$ cat src/rtl/popcount_byte_feeder.sv
`default_nettype none
// ============================================================================
// Module      : popcount_byte_feeder
// Description : Upstream feeder for the byte popcount unit. Deserialises an
//               MSB-first serial stream into words, buffers one complete word,
//               runs the start/load/done handshake with the popcount unit and
//               returns each count as a one-cycle valid result. Sticky flags
//               report dropped words (overrun) and aborted waits (timeout).
// Ports       : i_clk/i_rst      clock, synchronous active-high reset
//               i_sdata/i_svalid serial bit in (MSB first) and its qualifier
//               i_clr            clears the sticky o_overrun / o_timeout
//               o_start/o_load   handshake strobes to the popcount unit
//               o_data           word presented to the popcount unit
//               i_done/i_sum     completion level and count from the unit
//               o_result(_valid) last captured count and its update pulse
//               o_busy           FSM is not idle
//               o_overrun        sticky: a complete word was dropped
//               o_timeout        sticky: wait for done was aborted
// Revision    : 1.0 - initial release
// ============================================================================
module popcount_byte_feeder #(
    parameter int DATA_W  = 8,
    parameter int SUM_W   = 4,
    parameter int TIMEOUT = 64
) (
    input  logic              i_clk,
    input  logic              i_rst,
    input  logic              i_sdata,
    input  logic              i_svalid,
    input  logic              i_clr,
    output logic              o_start,
    output logic              o_load,
    output logic [DATA_W-1:0] o_data,
    input  logic              i_done,
    input  logic [SUM_W-1:0]  i_sum,
    output logic [SUM_W-1:0]  o_result,
    output logic              o_result_valid,
    output logic              o_busy,
    output logic              o_overrun,
    output logic              o_timeout
);

    localparam int c_CNT_W = $clog2(DATA_W);
    localparam int c_TMR_W = $clog2(TIMEOUT);

    localparam logic [c_CNT_W-1:0] c_LAST_BIT = c_CNT_W'(DATA_W - 1);
    localparam logic [c_TMR_W-1:0] c_TMR_LAST = c_TMR_W'(TIMEOUT - 1);

    localparam logic [2:0] S_IDLE  = 3'd0;
    localparam logic [2:0] S_START = 3'd1;
    localparam logic [2:0] S_LOAD  = 3'd2;
    localparam logic [2:0] S_WAIT  = 3'd3;
    localparam logic [2:0] S_ACK   = 3'd4;

    logic [2:0]         r_state;
    logic [DATA_W-2:0]  r_shift;      // MSB of the word is never needed again
    logic [c_CNT_W-1:0] r_bit_cnt;
    logic [DATA_W-1:0]  r_hold;
    logic               r_hold_full;
    logic [DATA_W-1:0]  r_data;
    logic [SUM_W-1:0]   r_result;
    logic               r_ok;
    logic               r_done_d;
    logic [c_TMR_W-1:0] r_timer;
    logic               r_overrun;
    logic               r_timeout;

    logic [DATA_W-1:0]  w_next_word;
    logic               w_byte_done;
    logic               w_hold_accept;
    logic               w_done_rise;
    logic               w_timeout_evt;

    assign w_next_word   = {r_shift, i_sdata};
    assign w_byte_done   = i_svalid && (r_bit_cnt == c_LAST_BIT);
    // The hold register may be refilled in the same cycle it drains (LOAD).
    assign w_hold_accept = w_byte_done && (!r_hold_full || (r_state == S_LOAD));
    // Only a fresh 0->1 edge while waiting counts; a stale high level does not.
    assign w_done_rise   = i_done && !r_done_d;
    assign w_timeout_evt = (r_state == S_WAIT) && !w_done_rise && (r_timer == c_TMR_LAST);

    always_ff @(posedge i_clk) begin
        if (i_rst) begin
            r_state     <= S_IDLE;
            r_shift     <= '0;
            r_bit_cnt   <= '0;
            r_hold      <= '0;
            r_hold_full <= 1'b0;
            r_data      <= '0;
            r_result    <= '0;
            r_ok        <= 1'b0;
            r_done_d    <= 1'b0;
            r_timer     <= '0;
            r_overrun   <= 1'b0;
            r_timeout   <= 1'b0;
        end else begin
            r_done_d <= i_done;

            // Deserialiser
            if (i_svalid) begin
                r_shift <= w_next_word[DATA_W-2:0];
                if (w_byte_done) begin
                    r_bit_cnt <= '0;
                end else begin
                    r_bit_cnt <= r_bit_cnt + c_CNT_W'(1);
                end
            end

            // One-word holding buffer
            if (w_hold_accept) begin
                r_hold      <= w_next_word;
                r_hold_full <= 1'b1;
            end else if (r_state == S_LOAD) begin
                r_hold_full <= 1'b0;
            end

            // Sticky error flags: a new event has priority over clear
            if (w_byte_done && !w_hold_accept) begin
                r_overrun <= 1'b1;
            end else if (i_clr) begin
                r_overrun <= 1'b0;
            end

            if (w_timeout_evt) begin
                r_timeout <= 1'b1;
            end else if (i_clr) begin
                r_timeout <= 1'b0;
            end

            // Handshake FSM
            case (r_state)
                S_IDLE: begin
                    if (r_hold_full) begin
                        r_state <= S_START;
                    end
                end
                S_START: begin
                    r_data  <= r_hold;
                    r_state <= S_LOAD;
                end
                S_LOAD: begin
                    r_timer <= '0;
                    r_state <= S_WAIT;
                end
                S_WAIT: begin
                    if (w_done_rise) begin
                        r_result <= i_sum;
                        r_ok     <= 1'b1;
                        r_state  <= S_ACK;
                    end else if (r_timer == c_TMR_LAST) begin
                        r_ok    <= 1'b0;
                        r_state <= S_ACK;
                    end else begin
                        r_timer <= r_timer + c_TMR_W'(1);
                    end
                end
                S_ACK: begin
                    r_state <= S_IDLE;
                end
                default: begin
                    r_state <= S_IDLE;
                end
            endcase
        end
    end

    // Moore decode: strobes depend only on the state register.
    // o_start fires in START and again in ACK to release the popcount unit.
    assign o_start        = (r_state == S_START) || (r_state == S_ACK);
    assign o_load         = (r_state == S_LOAD);
    assign o_busy         = (r_state != S_IDLE);
    assign o_result_valid = (r_state == S_ACK) && r_ok;
    assign o_data         = r_data;
    assign o_result       = r_result;
    assign o_overrun      = r_overrun;
    assign o_timeout      = r_timeout;

endmodule
`default_nettype wire

$ cat config.mk
export PLATFORM = sky130hd
export DESIGN_NAME = popcount_byte_feeder
export DESIGN_NICKNAME = d
export VERILOG_FILES = /design/src/rtl/popcount_byte_feeder.sv
export SDC_FILE = /design/constraint.sdc
export NUM_CORES = 1
export LEC_CHECK = 0
export ABC_CLOCK_PERIOD_IN_PS = 2800
export CORE_MARGIN = 2
export CORE_UTILIZATION = 40
export DETAILED_ROUTE_END_ITERATION = 8
export SLEW_MARGIN = 10
export SYNTH_ARGS = -nofsm -noshare
export SYNTH_HDL_FRONTEND = slang
export SYNTH_SLANG_ARGS = --single-unit
$ cat constraint.sdc
create_clock -name i_clk -period 2.8 [get_ports i_clk]
set_input_delay 0.56 -clock i_clk [delete_from_list [all_inputs] [get_ports i_clk]]
set_output_delay 0.56 -clock i_clk [all_outputs]
set_load 0.01 [all_outputs]
# Word-level counts from Yosys, hierarchy flattened
# Index checks and enable logic that the tools add are counted.
# Widths: inputs -> output; s select.
[classes] addsub=2 eq_ne=10 n_reduce_logical=24 muxes=15
[op_table] operator="$mux 3" count=4
[op_table] operator="$mux 6" count=2
[op_table] operator="$pmux 3 s4" count=1
[op_table] operator="$pmux 6 s2" count=1
[op_table] operator="$reduce_bool 2->1" count=5
[op_table] operator="$logic_and 1x1->1" count=7
[op_table] operator="$mux 1" count=7
[op_table] operator="$add 6x1->6 const B" count=1
[op_table] operator="$eq 3x2->1 const B" count=2
[op_table] operator="$eq 3x3->1 const B" count=2
[op_table] operator="$eq 6x6->1 const B" count=1
[op_table] operator="$ne 2x2->1 const B" count=3
[op_table] operator="$reduce_and 2->1" count=3
[op_table] operator="$logic_not 1->1" count=4
[op_table] operator="$add 3x1->3 const B" count=1
[op_table] operator="$eq 3x1->1 const B" count=1
[op_table] operator="$logic_not 3->1" count=1
[op_table] operator="$ne 3x2->1 const B" count=1
[op_table] operator="$reduce_and 3->1" count=1
[op_table] operator="$reduce_bool 3->1" count=1
[op_table] operator="$logic_or 1x1->1" count=2
[totals] input_bits=10 elab_cells=63 register_bits=44

# Logic depth before layout (Yosys ltp)
[logic_depth] word_depth=6 mapped_depth=6

# Worst setup path after synthesis
# Ideal clock, no wire load.
[synth_path] path_type="reg2reg" from="reg r_state[0]" to="reg r_hold[0]" slack_ps=1200 setup_ps=128 arrival_time_ps=1472 period_less_slack_ps=1600 path_stages_with_launch=7 cell_sequence="dfxtp_1 -> buf_6 -> or3b_1 -> buf_6 -> a21oi_4 -> mux2i_1 -> nor2_1"
[synth_between] elab_chain_cells=3
[synth_lines] element="start, declared" line_no="55" source="logic [2:0] r_state;"
[synth_lines] element="start signal, assigned" line_no="84" source="r_state <= S_IDLE;"
[synth_lines] element="start signal, assigned" line_no="134" source="r_state <= S_START;"
[synth_lines] element="start signal, assigned" line_no="139" source="r_state <= S_LOAD;"
[synth_lines] element="$eq 3x2->1" line_no="77" source="assign w_hold_accept = w_byte_done && (!r_hold_full || (r_state == S_LOAD));"
[synth_lines] element="$logic_or 1x1->1" line_no="77"
[synth_lines] element="$logic_and 1x1->1" line_no="77"
[synth_lines] element="end signal, assigned" line_no="111" source="r_hold <= w_next_word;"
[synth_lines] element="end, declared" line_no="58" source="logic [DATA_W-1:0] r_hold;"
# No other way between the ends.
# A chain may end at the register's enable or synchronous reset.

# Worst setup path after layout
[layout_path] from="reg r_state[1]" to="out o_load"
[layout_between] elab_chain_cells=1
[layout_lines] element="$eq 3x2->1" line_no="170" source="assign o_load = (r_state == S_LOAD);"
[layout_lines] element="end, declared" line_no="32" source="output logic o_load,"
# No other way between the ends.

==> metrics.txt <==
# TYPE chip_impl_metric gauge
chip_impl_info{name="run_status",value="complete, no violations"} 1
chip_impl_metric{name="initial_utilization",unit="%"} 41.2
chip_impl_metric{name="peakVddDrop",unit="mV"} 0.389
chip_impl_metric{name="first_global_vias",unit=""} 1363
chip_impl_metric{name="post_route_drc_violation_count",unit=""} 0
chip_impl_metric{name="critical_path.max_fanout",unit=""} 9
chip_impl_info{name="worst_r2r_startpoint",value="r_timer[0]"} 1
chip_impl_metric{name="postRouteAntennaNets",unit=""} 0
chip_impl_info{name="crit_start",value="r_state[1]"} 1
chip_impl_metric{name="syn_area",unit="mm²"} 0.00178
chip_impl_metric{name="power.leakage",unit="µW"} 0.000785
chip_impl_metric{name="worst-r2r-cell-count",unit=""} 5
chip_impl_metric{name="synth_async_sr_flop_share",unit="%"} 0
chip_impl_metric{name="avgRoutedWirePerCell",unit="µm"} 13.4
chip_impl_metric{name="period_needed",unit="ns"} 2.53
chip_impl_metric{name="antenna_cells",unit=""} 0
chip_impl_metric{name="grt_overflow",unit=""} 0
chip_impl_metric{name="timing.max_cap.violations",unit=""} 0
chip_impl_info{name="cts_root_buffer",value="clkbuf_8"} 1
chip_impl_metric{name="core_area",unit="mm²"} 0.00432
chip_impl_metric{name="maximum_number_of_pins_on_one_net_before_global_route_repair",unit=""} 47
chip_impl_metric{name="timing.max_slew.rel_slack",unit="%"} 49.7
chip_impl_metric{name="report.final.slew_viol_count",unit=""} 0
chip_impl_metric{name="total_power_per_unit_cell_area",unit="mW/mm²"} 535
chip_impl_metric{name="dieWidth",unit="µm"} 70.7
chip_impl_metric{name="grt_usage",unit="%"} 15.1
chip_impl_metric{name="via_per_inst",unit=""} 5.19
chip_impl_metric{name="cp.required",unit="ns"} 2.24
chip_impl_metric{name="hold_viol_final",unit=""} 0
chip_impl_metric{name="synth-edff-count",unit=""} 0
chip_impl_info{name="grt_setup_unrepaired",value="false"} 1
chip_impl_metric{name="clock_sinks",unit=""} 44
chip_impl_metric{name="fin_tns_setup",unit="ns"} 0
chip_impl_metric{name="filler_cell_count",unit=""} 420
chip_impl_info{name="tightest_hold_check_type",value="reg2reg"} 1
chip_impl_metric{name="yosysSeqAreaShare",unit="%"} 49.5
chip_impl_metric{name="final_layout_size_suffix_gt1_share",unit="%"} 7.18
chip_impl_metric{name="io_buffers",unit=""} 27
chip_impl_metric{name="rows",unit=""} 24
chip_impl_metric{name="detailed_place_hpwl",unit="mm"} 2.44
chip_impl_info{name="worstReg2RegEnd",value="r_timer[3]"} 1
chip_impl_metric{name="clock_latency",unit="ns"} 0.30
chip_impl_metric{name="antenna_found_initial",unit=""} 0
chip_impl_metric{name="clk_pin_slew",unit="ns"} 0.08
chip_impl_metric{name="synth.net_count",unit=""} 196
chip_impl_metric{name="synthesis.instances",unit=""} 183
chip_impl_metric{name="routabilityCongestion",unit=""} 0.772
chip_impl_metric{name="routed_wl",unit="mm"} 3.51
chip_impl_metric{name="pre_cts_ws",unit="ns"} 0.546
chip_impl_metric{name="post_cts.resized_instances",unit=""} 0
chip_impl_metric{name="route.vias.total",unit=""} 1355
chip_impl_info{name="main_synth_ff_type",value="dfxtp_1"} 1
chip_impl_metric{name="cp.arrival",unit="ns"} 1.97
chip_impl_metric{name="yosys_register_bits",unit=""} 44
chip_impl_metric{name="timing.fmax",unit="GHz"} 0.395
chip_impl_info{name="cts_tree",value="yes"} 1
chip_impl_metric{name="fin_nets",unit=""} 221
chip_impl_metric{name="floorplan.die.height",unit="µm"} 70.7
chip_impl_metric{name="synth_cell_types",unit=""} 36
chip_impl_metric{name="die-area",unit="mm²"} 0.00500
chip_impl_metric{name="final-setup-viol-count",unit=""} 0
chip_impl_info{name="crit_end",value="o_load"} 1
chip_impl_metric{name="first_pass_iters",unit=""} 4
chip_impl_metric{name="r2r_slack",unit="ns"} 0.82
chip_impl_metric{name="yosys_warnings",unit=""} 0
chip_impl_metric{name="grt_pass1_wl",unit="mm"} 5.94
chip_impl_metric{name="ctsLongestPathBuffers",unit=""} 2
chip_impl_metric{name="worst_slack",unit="ns"} 0.267
chip_impl_info{name="start_kind",value="flip-flop"} 1
chip_impl_metric{name="synthToLayoutAreaGrowth",unit="%"} 22.8
chip_impl_metric{name="htree_num_levels",unit=""} 2
chip_impl_metric{name="final_min_period_over_clock_period",unit="%"} 90.5
chip_impl_info{name="timing_worst_setup_path_type",value="reg2out"} 1
chip_impl_metric{name="postCtsSetupBuffers",unit=""} 0
chip_impl_metric{name="boundaryPins",unit=""} 28
chip_impl_metric{name="actual_transition_at_the_worst_max_transition_pin",unit="ns"} 0.751
chip_impl_metric{name="skew",unit="ns"} 0.00836
chip_impl_metric{name="detailedRoute.firstIterationViolations",unit=""} 52
chip_impl_metric{name="cts_inserted_buffers",unit=""} 5
chip_impl_metric{name="post_syn_area_per_cell",unit="µm²"} 9.73
chip_impl_info{name="endpoint_kind",value="output port"} 1
chip_impl_metric{name="cts.hold.buffers_added",unit=""} 0
where the power goes:
group / internal, µW / switching [µW]
sequential: 630 / 3.35
combinational: 21.9 / 22.2
clock: 269 / 224
how the worst min path moves through the flow:
stage / start / to / slack (ns) / depth (start not counted)
floorplan: r_bit_cnt[2] / r_bit_cnt[2] / 0.44 / 2
global placement: o_overrun / o_overrun / 0.45 / 2
detailed placement: o_overrun / o_overrun / 0.47 / 2
CTS: o_overrun / o_overrun / 0.48 / 2
global route: o_overrun / o_overrun / 0.51 / 2
finish: o_overrun / o_overrun / 0.47 / 2
synth_stat cells, types with 2 or more instances:
master    instances  share of area [%]
a21oi_1           8                2.2
buf_6             2                1.3
inv_1             5                1.1
mux2i_1          28                 16
nand3_1           7                2.0
or3_1             2               0.70
nor2b_1           2               0.70
ha_1              3                2.1
nor2_1           35                7.4
and3_1            2               0.70
nand4b_1          3                1.5
a31oi_1           2               0.70
a211oi_1          2               0.84
or4_1             3                1.3
clkbuf_1          6                1.3
o21ai_0           2               0.56
nand2_1           5                1.1
dfxtp_1          44                 49
nand3b_1          2               0.84
buf_2             2               0.56
o211ai_1          3                1.3
worst max-delay path, cell delays in order, from the launching register on:
cell and delay [ns]:
dfxtp_1 0.45, or3b_1 0.55, inv_1 0.13, clkdlybuf4s50_1 0.54
logic make-up after synthesis:
family	Yosys count	synth area share, %
compound gates	22	8.43
buf+inv	17	4.78
simple gates	68	19.0
fa+ha+maj	3	2.11
mux	28	15.7
flops	44	49.5
xor+xnor	1	0.492
flip-flops by register name (all words and copies together) (netlist names):
register,flops
o_overrun,1
r_ok,1
r_hold,8
r_hold_full,1
o_timeout,1
r_shift,7
r_done_d,1
r_bit_cnt,3
o_result,4
r_timer,6
r_state,3
o_data,8
metal layers:
layer	up-vias	GRT usage [%]	wire length, µm
met5	-	0	0
met4	0	7.97	75
met3	7	4.99	117
met2	17	25.6	1760
met1	643	16.7	1560
li1	688	-	-
cell usage in the layout, fill, tap and decap left out, types with 2 or more instances in the layout:
cell	netlist	routed
or3_1	2	2
nor2b_1	2	2
inv_1	5	5
nand2_1	5	5
or4_1	3	3
nand3b_1	2	2
dfxtp_1	44	44
a211oi_1	2	2
and3_1	2	2
clkbuf_8	0	5
ha_1	3	3
nor2_1	35	35
nand4b_1	3	3
mux2i_1	28	28
a31oi_1	2	2
o21ai_0	2	2
clkdlybuf4s50_1	0	27
a21oi_1	8	8
nand3_1	7	7
o211ai_1	3	3
buf_4	1	3
metrics by stage:
step	utilization, %	area [µm²]	std cells	hold WS [ns]	power (µW)
after floorplan	-	1780	183	0.443	672
after CTS	50.6	2190	261	0.481	1190
after global placement	47.9	2070	253	0.450	690
after global routing	50.6	2190	261	0.514	1220
after detailed placement	47.9	2070	253	0.469	693
final	50.6	2190	261	0.470	1170
final cells by class:
class	count	area [µm²]	area share (%)
Inverter	5	18.8	0.858
Sequential cell	44	881	40.3
Clock buffer	5	68.8	3.15
Tap cell	52	65.1	2.97
Clock inverter	3	46.3	2.12
Multi-Input combinational cell	122	815	37.2
Timing Repair Buffer	30	293	13.4
Power figures use the tool's default switching activity.
